## src/rtl/multicycle_proc_core.sv

```systemverilog
// -----------------------------------------------------------------------------
// multicycle_proc_core
//   Multi-cycle register-file processor core. An instruction word is latched
//   from IN_DATA_BUS at timestep T0 and executed over T1..T3. The core advances
//   one timestep per cycle that STEP is high. Nothing changes while STEP is low.
//
// Ports
//   CLK           system clock, all state changes on the rising edge
//   Reset         synchronous active-high reset; has priority over STEP
//   STEP          advance pulse; every high cycle counts as one step
//   IN_DATA_BUS   instruction word (T0) or LOAD data (T1)
//   PKb           peek enable: OUT_DATA_BUS shows R[PEEK_SEL] instead of LAST
//   PEEK_SEL      register index to peek
//   OUT_DATA_BUS  PKb ? R[PEEK_SEL] : last value written to any register
//   TSTEP         current timestep 0..3
//   Done          one-cycle pulse in the cycle after an instruction retires
//   C_FLAG        carry (ADD) / borrow (SUB) of the last ADD/SUB
//   Z_FLAG        last written register value was zero
// -----------------------------------------------------------------------------
module multicycle_proc_core #(
  parameter int DW    = 10,
  parameter int NREGS = 4
) (
  input  logic                     CLK,
  input  logic                     Reset,
  input  logic                     STEP,
  input  logic [DW-1:0]            IN_DATA_BUS,
  input  logic                     PKb,
  input  logic [$clog2(NREGS)-1:0] PEEK_SEL,
  output logic [DW-1:0]            OUT_DATA_BUS,
  output logic [1:0]               TSTEP,
  output logic                     Done,
  output logic                     C_FLAG,
  output logic                     Z_FLAG
);

  localparam int RB      = $clog2(NREGS);
  localparam int INSTR_W = 3 + 2 * RB;

  localparam logic [2:0] OP_LOAD = 3'b000;
  localparam logic [2:0] OP_COPY = 3'b001;
  localparam logic [2:0] OP_ADD  = 3'b010;
  localparam logic [2:0] OP_SUB  = 3'b011;
  localparam logic [2:0] OP_INV  = 3'b100;
  localparam logic [2:0] OP_AND  = 3'b101;
  localparam logic [2:0] OP_OR   = 3'b110;
  localparam logic [2:0] OP_XOR  = 3'b111;

  typedef enum logic [1:0] {T0 = 2'd0, T1 = 2'd1, T2 = 2'd2, T3 = 2'd3} tstep_e;

  tstep_e               state_q, state_d;
  logic [DW-1:0]        regs_q [NREGS];
  logic [INSTR_W-1:0]   ir_q;
  logic [DW-1:0]        a_q, g_q, last_q;
  logic                 done_q, c_q, z_q;

  logic [2:0]           op;
  logic [RB-1:0]        rx, ry;
  logic [DW-1:0]        rx_val, ry_val;
  logic                 single_step;

  // control strobes from the output process
  logic                 ir_load, a_load, g_load, wr_en;
  logic [DW-1:0]        wr_data;

  // ALU
  logic [DW:0]          sum_ext, diff_ext;
  logic [DW-1:0]        alu_res;
  logic                 alu_c;

  assign op     = ir_q[INSTR_W-1 -: 3];
  assign rx     = ir_q[2*RB-1 -: RB];
  assign ry     = ir_q[RB-1:0];
  assign rx_val = regs_q[rx];
  assign ry_val = regs_q[ry];

  // LOAD/COPY/INV finish at T1; everything else needs the A/G path.
  assign single_step = (op == OP_LOAD) || (op == OP_COPY) || (op == OP_INV);

  assign sum_ext  = {1'b0, a_q} + {1'b0, ry_val};
  // Two's-complement subtract; the carry out is the inverse of the borrow.
  assign diff_ext = {1'b0, a_q} + {1'b0, ~ry_val} + (DW+1)'(1);

  always_comb begin
    alu_res = '0;
    alu_c   = c_q;  // flag holds for logic ops
    case (op)
      OP_ADD: {alu_c, alu_res} = sum_ext;
      OP_SUB: begin
        alu_res = diff_ext[DW-1:0];
        alu_c   = ~diff_ext[DW];
      end
      OP_AND:  alu_res = a_q & ry_val;
      OP_OR:   alu_res = a_q | ry_val;
      OP_XOR:  alu_res = a_q ^ ry_val;
      default: alu_res = '0;
    endcase
  end

  // ---------------- FSM: state register --------------------------------------
  always_ff @(posedge CLK) begin
    if (Reset) begin
      state_q <= T0;
    end else begin
      state_q <= state_d;
    end
  end

  // ---------------- FSM: next state ------------------------------------------
  always_comb begin
    state_d = state_q;
    if (STEP) begin
      case (state_q)
        T0: state_d = T1;
        T1: state_d = single_step ? T0 : T2;
        T2: state_d = T3;
        T3: state_d = T0;
        default: state_d = T0;
      endcase
    end
  end

  // ---------------- FSM: outputs (datapath strobes) --------------------------
  always_comb begin
    ir_load = 1'b0;
    a_load  = 1'b0;
    g_load  = 1'b0;
    wr_en   = 1'b0;
    wr_data = '0;
    if (STEP) begin
      case (state_q)
        T0: ir_load = 1'b1;
        T1: begin
          case (op)
            OP_LOAD: begin wr_en = 1'b1; wr_data = IN_DATA_BUS; end
            OP_COPY: begin wr_en = 1'b1; wr_data = ry_val;      end
            OP_INV:  begin wr_en = 1'b1; wr_data = ~ry_val;     end
            default: a_load = 1'b1;
          endcase
        end
        T2: g_load = 1'b1;
        T3: begin wr_en = 1'b1; wr_data = g_q; end
        default: ;
      endcase
    end
  end

  // ---------------- datapath registers ---------------------------------------
  always_ff @(posedge CLK) begin
    if (Reset) begin
      for (int i = 0; i < NREGS; i++) regs_q[i] <= '0;
      ir_q   <= '0;
      a_q    <= '0;
      g_q    <= '0;
      last_q <= '0;
      done_q <= 1'b0;
      c_q    <= 1'b0;
      z_q    <= 1'b0;
    end else begin
      if (ir_load) ir_q <= IN_DATA_BUS[INSTR_W-1:0];
      if (a_load)  a_q  <= rx_val;
      if (g_load) begin
        g_q <= alu_res;
        c_q <= alu_c;
      end
      // Every register write is a retire.
      if (wr_en) begin
        regs_q[rx] <= wr_data;
        last_q     <= wr_data;
        z_q        <= (wr_data == '0);
      end
      done_q <= wr_en;
    end
  end

  assign OUT_DATA_BUS = PKb ? regs_q[PEEK_SEL] : last_q;
  assign TSTEP        = state_q;
  assign Done         = done_q;
  assign C_FLAG       = c_q;
  assign Z_FLAG       = z_q;

endmodule

```

## config.mk

```make
export PLATFORM = sky130hd
export DESIGN_NAME = multicycle_proc_core
export DESIGN_NICKNAME = d
export VERILOG_FILES = /design/src/rtl/multicycle_proc_core.sv
export SDC_FILE = /design/constraint.sdc
export NUM_CORES = 1
export LEC_CHECK = 0
export BUFFER_PORTS_ARGS = -buffer_cell sky130_fd_sc_hd__buf_4
export CORE_MARGIN = 1.5
export CORE_UTILIZATION = 50
export DETAILED_ROUTE_END_ITERATION = 16
export PLACE_DENSITY = 0.67
export SETUP_SLACK_MARGIN = 0.15
export SYNTH_ARGS = -nofsm -noshare
export SYNTH_HDL_FRONTEND = slang
export SYNTH_SLANG_ARGS = --single-unit
```

## constraint.sdc

```tcl
create_clock -name CLK -period 3.5 [get_ports CLK]
set_input_delay 0.35 -clock CLK [delete_from_list [all_inputs] [get_ports CLK]]
set_output_delay 0.35 -clock CLK [all_outputs]
set_load 0.05 [all_outputs]
```

==> results by group, run 1 <==
Status
  – Outcome: completed

Placement
  – RePlAce Congestion: slightly below 0.9
  – Hpwl dp: 10800 um
  – Post-Place Cells: about 690
  – Setup Slack @ Placement: between 0.3 and 0.4 ns
  – Port Buffers: 30

Power
  – Sw Ratio: between 30% and 40%
  – Clk network pwr share: between 30% and 40%
  – Tot Pwr: 2300 uW
  – Worst IR Drop VDD: between 0.2 and 0.3 mV
  – PwrDens: 382 nW/um2
  – Psw: ~700 uW
  – Power Internal: around 1600 uW
  – Comb pwr share: between 20% and 30%
  – P_leak: approximately 0.0023 uW
  – Flop pwr share: a little under half

Setup path
  – R2R Setup Slk: 0.45 ns
  – CP startpoint kind: register
  – Delay-heaviest family, CP: compound AO/OA/AOI/OAI gates
  – Max stage delay on crit path: between 0.4 and 0.5 ns
  – Worst EP required: 3.78 ns
  – Critical path arrival: ~3.3 ns
  – Critical-path cell list: mux4_2, ha_1, inv_1, fa_1, a21o_1, a21oi_1, o21ai_1, a21o_1, a211o_1, a311oi_1
  – R2R Path End: C_FLAG
  – Most frequent CP cell: a21o_1
  – Reg2reg path depth: 10
  – Setup CP Type: reg -> reg
  – Worst path slowest cell: fa_1
  – Critical-path maximum fanout: 4
  – Buf+Inv Stages, Crit Path: 1
  – Worst Setup End Kind: register

STA
  – Skew final: between 0.015 and 0.02 ns
  – Final Hold Vio Count: 0
  – Minimum clock period: approximately 3.1 ns
  – Final worst setup slack: between 0.4 and 0.5 ns
  – Slew Limit Headroom: between 30% and 40%
  – Tcrit/Tclk final: between 80 and 90%
  – Final Slew Violations: 0
  – Tightest Pin Transition: between 1 and 1.5 ns
  – Fmax: approximately 330 MHz
  – Unrepaired setup endpoints after global routing: no
  – Final setup viols: 0
  – Setup tns final: 0 ns

Hold path
  – Worst hold path type: in -> reg
  – Hold Crit Depth: 3
  – Worst hold path endpoint: ir_q[4]
  – Hold path startpoint: IN_DATA_BUS[4]

Final layout
  – Fillers: 923
  – Commonest non-fill, non-tap cells in the layout: nor2_1, dfxtp_1, nand2_1
  – Diodes inserted: 0
  – Share of post-route cells with drive strength above 1: a little over a fifth
  – Post-route insts no fill: slightly above 700
  – P&R area growth vs syn: 9.46%
  – Commonest non-fill, non-tap cell in the layout: nor2_1
  – Nets@finish: between 600 and 700

Clock network
  – CTS tree: done
  – TritonCTS sink count: 84
  – Cts hold-fix bufs: 0
  – Clock transition at path regs: around 0.09 ns
  – CTS Buffer Depth: 2
  – CTS buffer count: 9
  – Worst-Skew Late Latency: roughly 0.36 ns
  – Clock Tree Root: clkbuf_8
  – PostCTS Resize Cnt: 0
  – Postcts setup bufs: 0
  – H-tree depth: 3

Yosys
  – Most area-consuming cells after synthesis: edfxtp_1, dfxtp_1, mux4_2, ha_1, nor2_1
  – Top cell type's share of synthesized area: between 20% and 30%
  – Syn Area/Cell: approximately 10 um2
  – Yosys warning count: 0
  – Share of flip-flops with an asynchronous set or reset: 0%
  – Syn Std Cell Area: between 5000 and 6000 um2
  – EDFF count, synth: 40
  – Distinct cells, synth: 64
  – Synth Register Bits: 84
  – Syn Inst Count: 551
  – Area leader, netlist: edfxtp_1
  – Primary FF master, synth: dfxtp_1
  – Sequential share of the synthesized area: 37.8%
  – Syn Nets: approximately 600

Global route
  – First-pass GRT wire length: around 23000 um
  – Vias in the first global route: 4307
  – GRT Resource Usage Total: 26.0%
  – Initial antenna violation count: 0
  – Overflow after GRT: 0
  – Largest net degree at the start of global routing: 35

Floorplanning
  – Die area: between 10000 and 15000 um2
  – Core Area: about 11000 um2
  – Die Height: 108 um
  – Core Rows: 38
  – Die Span X: approximately 110 um
  – Ports: 31
  – Initial Util: between 50% and 60%

Run
  – Max cap viols: 0

Route
  – DRT Pass-1 Iters: 4
  – Routed wire length: approximately 14000 um
  – Final ANT Viol Nets: 0
  – Drt wl/cell: between 15 and 20 um
  – DRC: 0
  – Vias per cell: between 5 and 6
  – DR vias: around 4200
  – Initial DRC Count: 212
## per-stage QoR
step | instance area, um2 | util, % | hold WS [ns]
floorplan | 5500 | - | 0.422
global placement | 5830 | 54.0 | 0.428
detailed placement | 5830 | 54.0 | 0.440
CTS | 6020 | 55.8 | 0.239
global route | 6020 | 55.8 | 0.254
finish | 6020 | 55.8 | 0.253
## registers in the layout, indices dropped and copies added, names as in the netlist, named ones only
name / cells
g_q: 10
C_FLAG: 1
Done: 1
TSTEP: 1
ir_q: 7
regs_q: 40
last_q: 10
a_q: 10
Z_FLAG: 1
## cell type report
class | count | area, um2 | area share (%)
Clock buffer | 10 | 128 | 2.12
Sequential cell | 84 | 2080 | 34.6
Clock inverter | 6 | 62.6 | 1.04
Multi-Input combinational cell | 394 | 3130 | 52.0
Tap cell | 140 | 175 | 2.91
Timing Repair Buffer | 42 | 315 | 5.24
Inverter | 34 | 128 | 2.12
## worst max path at each step
| stage | to | from | slack, ns | depth (start not counted) |
|---|---|---|---|---|
| final | C_FLAG | register | 0.45 | 10 |
| after global routing | C_FLAG | register | 0.24 | 11 |
| after CTS | C_FLAG | register | 0.36 | 10 |
| after detailed placement | C_FLAG | register | 0.37 | 10 |
| after global placement | g_q[9] | register | 0.48 | 11 |
| after floorplan | C_FLAG | register | 0.60 | 11 |
## cells in the mapped netlist (11+ instances only)
cell,number
mux2i_1,23
inv_1,32
a21oi_1,39
nor2_1,77
nand2_1,43
mux4_2,31
a21o_1,13
mux2_2,11
edfxtp_1,40
ha_1,30
clkbuf_1,24
dfxtp_1,44
## cell families (layout without fill, tap and decap cells)
logic type      after synthesis  after routing  share of synthesized area (%)
fa+ha+maj                    32             32                           7.55
buf+inv                      73             92                           5.30
xor+xnor                      7              7                           1.11
flops                        84             84                           37.8
mux                          65             65                           19.1
simple gates                165            165                           13.2
compound gates              125            125                           15.9
## power groups by stage
stage	Sequential [uW]	Clock (uW)	Combinational, uW
2_1_floorplan	1110	0	372
3_3_place_gp	1110	0	497
3_5_place_dp	1110	0	507
4_1_cts	1090	707	510
5_1_grt	1090	745	556
6_report	1090	699	512
## worst reg2reg max path, delay by kind of cell, from the launching register on
family | cells | cell delay, ns
AO/OA/AOI/OAI | 6 | 1.46
adder cells (fa/ha/maj) | 2 | 0.66
multiplexers | 1 | 0.41
flip-flops | 1 | 0.37
buffers and inverters | 1 | 0.07
## layer usage
layer	GRT usage, %	share of wire, %
met5	0	0
met4	7.89	1.5
met3	3.63	4.5
met2	44.1	50
met1	34.5	44
(Power assumes the default switching activity.)
==> run 2: changes to the inputs <==
--- a/config.mk
+++ b/config.mk
@@ -5,7 +5,9 @@
 export SDC_FILE = /design/constraint.sdc
 export NUM_CORES = 1
 export LEC_CHECK = 0
+export ABC_CLOCK_PERIOD_IN_PS = 3900
 export BUFFER_PORTS_ARGS = -buffer_cell sky130_fd_sc_hd__buf_4
+export CAP_MARGIN = 20
 export CORE_MARGIN = 1.5
 export CORE_UTILIZATION = 50
 export DETAILED_ROUTE_END_ITERATION = 16
==> constraint.sdc (replaced) <==
create_clock -name CLK -period 3.9 [get_ports CLK]
set_input_delay 0.39 -clock CLK [delete_from_list [all_inputs] [get_ports CLK]]
set_output_delay 0.39 -clock CLK [all_outputs]
set_load 0.05 [all_outputs]
==> run 2 against run 1 <==
- cell area down 0.81%
- register-to-register slack improved by 0.22 ns
- worst setup slack better by 0.22 ns
- wire length shrank 2.5%
- global-route usage fell by 0.59 points
- critical path depth unchanged
- total power shrank 11%
- clock skew is 0.0024 ns lower
- critical endpoint unchanged
- largest power group unchanged
==> results by group, run 2 (synthesis results as in run 1) <==
Status
  – Outcome: completed

Route
  – DRC: 0 (unchanged)
  – Final ANT Viol Nets: 0 (unchanged)
  – Drt wl/cell: 19.3 um (-1.7%)
  – Initial DRC Count: 311 (+47%)
  – Vias per cell: 6.01 (+1.2%)
  – DRT Pass-1 Iters: 5 (+1)
  – Routed wire length: 13600 um (-2.5%)
  – DR vias: 4232 (+0.33%)

Placement
  – Port Buffers: 30 (unchanged)
  – Setup Slack @ Placement: 0.733 ns (+0.359 ns)
  – Post-Place Cells: 687 (-1.0%)
  – Hpwl dp: 10400 um (-4.0%)
  – RePlAce Congestion: 0.909 (+3.2%)

Hold path
  – Worst hold path type: in -> reg

STA
  – Tcrit/Tclk final: 82.8% (-4.3 points)
  – Fmax: 310 MHz (-5.6%)
  – Tightest Pin Transition: 1.01 ns (+0.000825 ns)
  – Setup tns final: 0 ns (unchanged)
  – Unrepaired setup endpoints after global routing: no
  – Skew final: 0.0165 ns (-0.00241 ns)
  – Minimum clock period: 3.23 ns (+0.180 ns)
  – Final setup viols: 0 (unchanged)
  – Final Hold Vio Count: 0 (unchanged)
  – Final worst setup slack: 0.670 ns (+0.220 ns)
  – Slew Limit Headroom: 32.3% (-0.055 points)
  – Final Slew Violations: 0 (unchanged)

Floorplanning
  – Die Span X: 108 um (unchanged)
  – Core Area: 10800 um2 (unchanged)
  – Initial Util: 51.0% (unchanged)
  – Ports: 31 (unchanged)
  – Die Height: 108 um (unchanged)
  – Die area: 11600 um2 (unchanged)
  – Core Rows: 38 (unchanged)

Setup path
  – Critical path arrival: 3.52 ns (+0.19 ns)
  – Critical-path maximum fanout: 10 (+6)
  – CP startpoint kind: register
  – Worst EP required: 4.19 ns (+0.41 ns)
  – Worst Setup End Kind: register
  – Setup CP Type: reg -> reg

Clock network
  – PostCTS Resize Cnt: 0 (unchanged)
  – CTS tree: done
  – Clock transition at path regs: 0.08 ns (about the same)
  – Postcts setup bufs: 0 (unchanged)
  – TritonCTS sink count: 84 (unchanged)
  – Worst-Skew Late Latency: 0.39 ns (+0.03 ns)
  – H-tree depth: 3 (unchanged)
  – CTS buffer count: 9 (unchanged)
  – CTS Buffer Depth: 2 (unchanged)
  – Clock Tree Root: clkbuf_8
  – Cts hold-fix bufs: 0 (unchanged)

Final layout
  – Fillers: 954 (+3.4%)
  – Post-route insts no fill: 704 (-0.85%)
  – P&R area growth vs syn: 8.57%
  – Max reg flops: 40 (unchanged)
  – Post-layout util: 55.3% (-0.45 points)
  – Diodes inserted: 0 (unchanged)
  – Commonest non-fill, non-tap cells in the layout: nor2_1, dfxtp_1, nand2_1
  – Share of post-route cells with drive strength above 1: 19.7% (-1.4 points)
  – Top reg by flops: regs_q
  – Multi-input gate area: 3130 um2 (about the same)
  – Register Area: 2080 um2 (about the same)
  – Commonest non-fill, non-tap cell in the layout: nor2_1
  – Nets@finish: 607 (-0.98%)

Global route
  – GRT Resource Usage Total: 25.4% (-0.59 points)
  – Overflow after GRT: 0 (unchanged)
  – Largest net degree at the start of global routing: 35 (unchanged)
  – First-pass GRT wire length: 22200 um (-3.2%)
  – Initial antenna violation count: 0 (unchanged)
  – Vias in the first global route: 4173 (-3.1%)

Run
  – Max cap viols: 0 (unchanged)

Power
  – P_leak: 0.00230 uW (-1.6%)
  – Worst IR Drop VDD: 0.312 mV (+25%)
  – PwrDens: 343 nW/um2 (-10%)
run 2: cell count changes in the layout (fill, tap and decap cells not counted), sizes merged:
cell and delta:
buf -7, inv -1, clkinvlp +1, clkinv -1, bufinv -1, clkbuf +3
run 2: cell type report:
cell class	instances	share of cell area [%]
clock buffers	12	2.62
flip-flops and latches	84	34.9
repair buffers	36	4.52
well taps	140	2.93
clock inverters	4	0.566
multi-input cells	394	52.4
inverters	34	2.14
run 2: where the power goes:
group	switching (uW)	internal, uW	total [uW]
combinational	260	177	437
clock	346	275	622
sequential	38.0	952	990
total	644	1400	2050
run 2: path summary, 6_finish.rpt:
check | startpoint | endpoint | slack [ns] | depth (start not counted)
worst max-delay path | register | C_FLAG | 0.67 | 10
worst min-delay path | IN_DATA_BUS[4] | ir_q[4] | 0.27 | 3
worst max register to register | register | C_FLAG | 0.67 | 10
worst min register to register | last_q[3] | last_q[3] | 0.45 | 1
run 2: critical path: stages, from the launching register on:
cell	delay, ns
dfxtp_1	0.60
mux4_2	0.35
ha_1	0.19
inv_1	0.06
fa_1	0.46
a21o_1	0.20
a21oi_1	0.31
o21ai_1	0.20
a21o_1	0.21
a211o_1	0.29
a311oi_1	0.26
run 2: metrics by stage:
step           total power, uW  cell area, um2  hold WS (ns)
2_1_floorplan             1330            5500         0.422
3_3_place_gp              1430            5780         0.430
3_5_place_dp              1440            5780         0.436
4_1_cts                   2060            5970         0.256
5_1_grt                   2130            5970         0.280
6_report                  2050            5970         0.269
run 2: layer usage:
layer  vias up  global-route usage [%]  wire length [um]
met2       128                    42.3              6590
met4         0                    9.77               340
met5         -                       0                 0
li1       2022                       -                 -
met3        27                    3.87               668
met1      2055                    33.3              5970
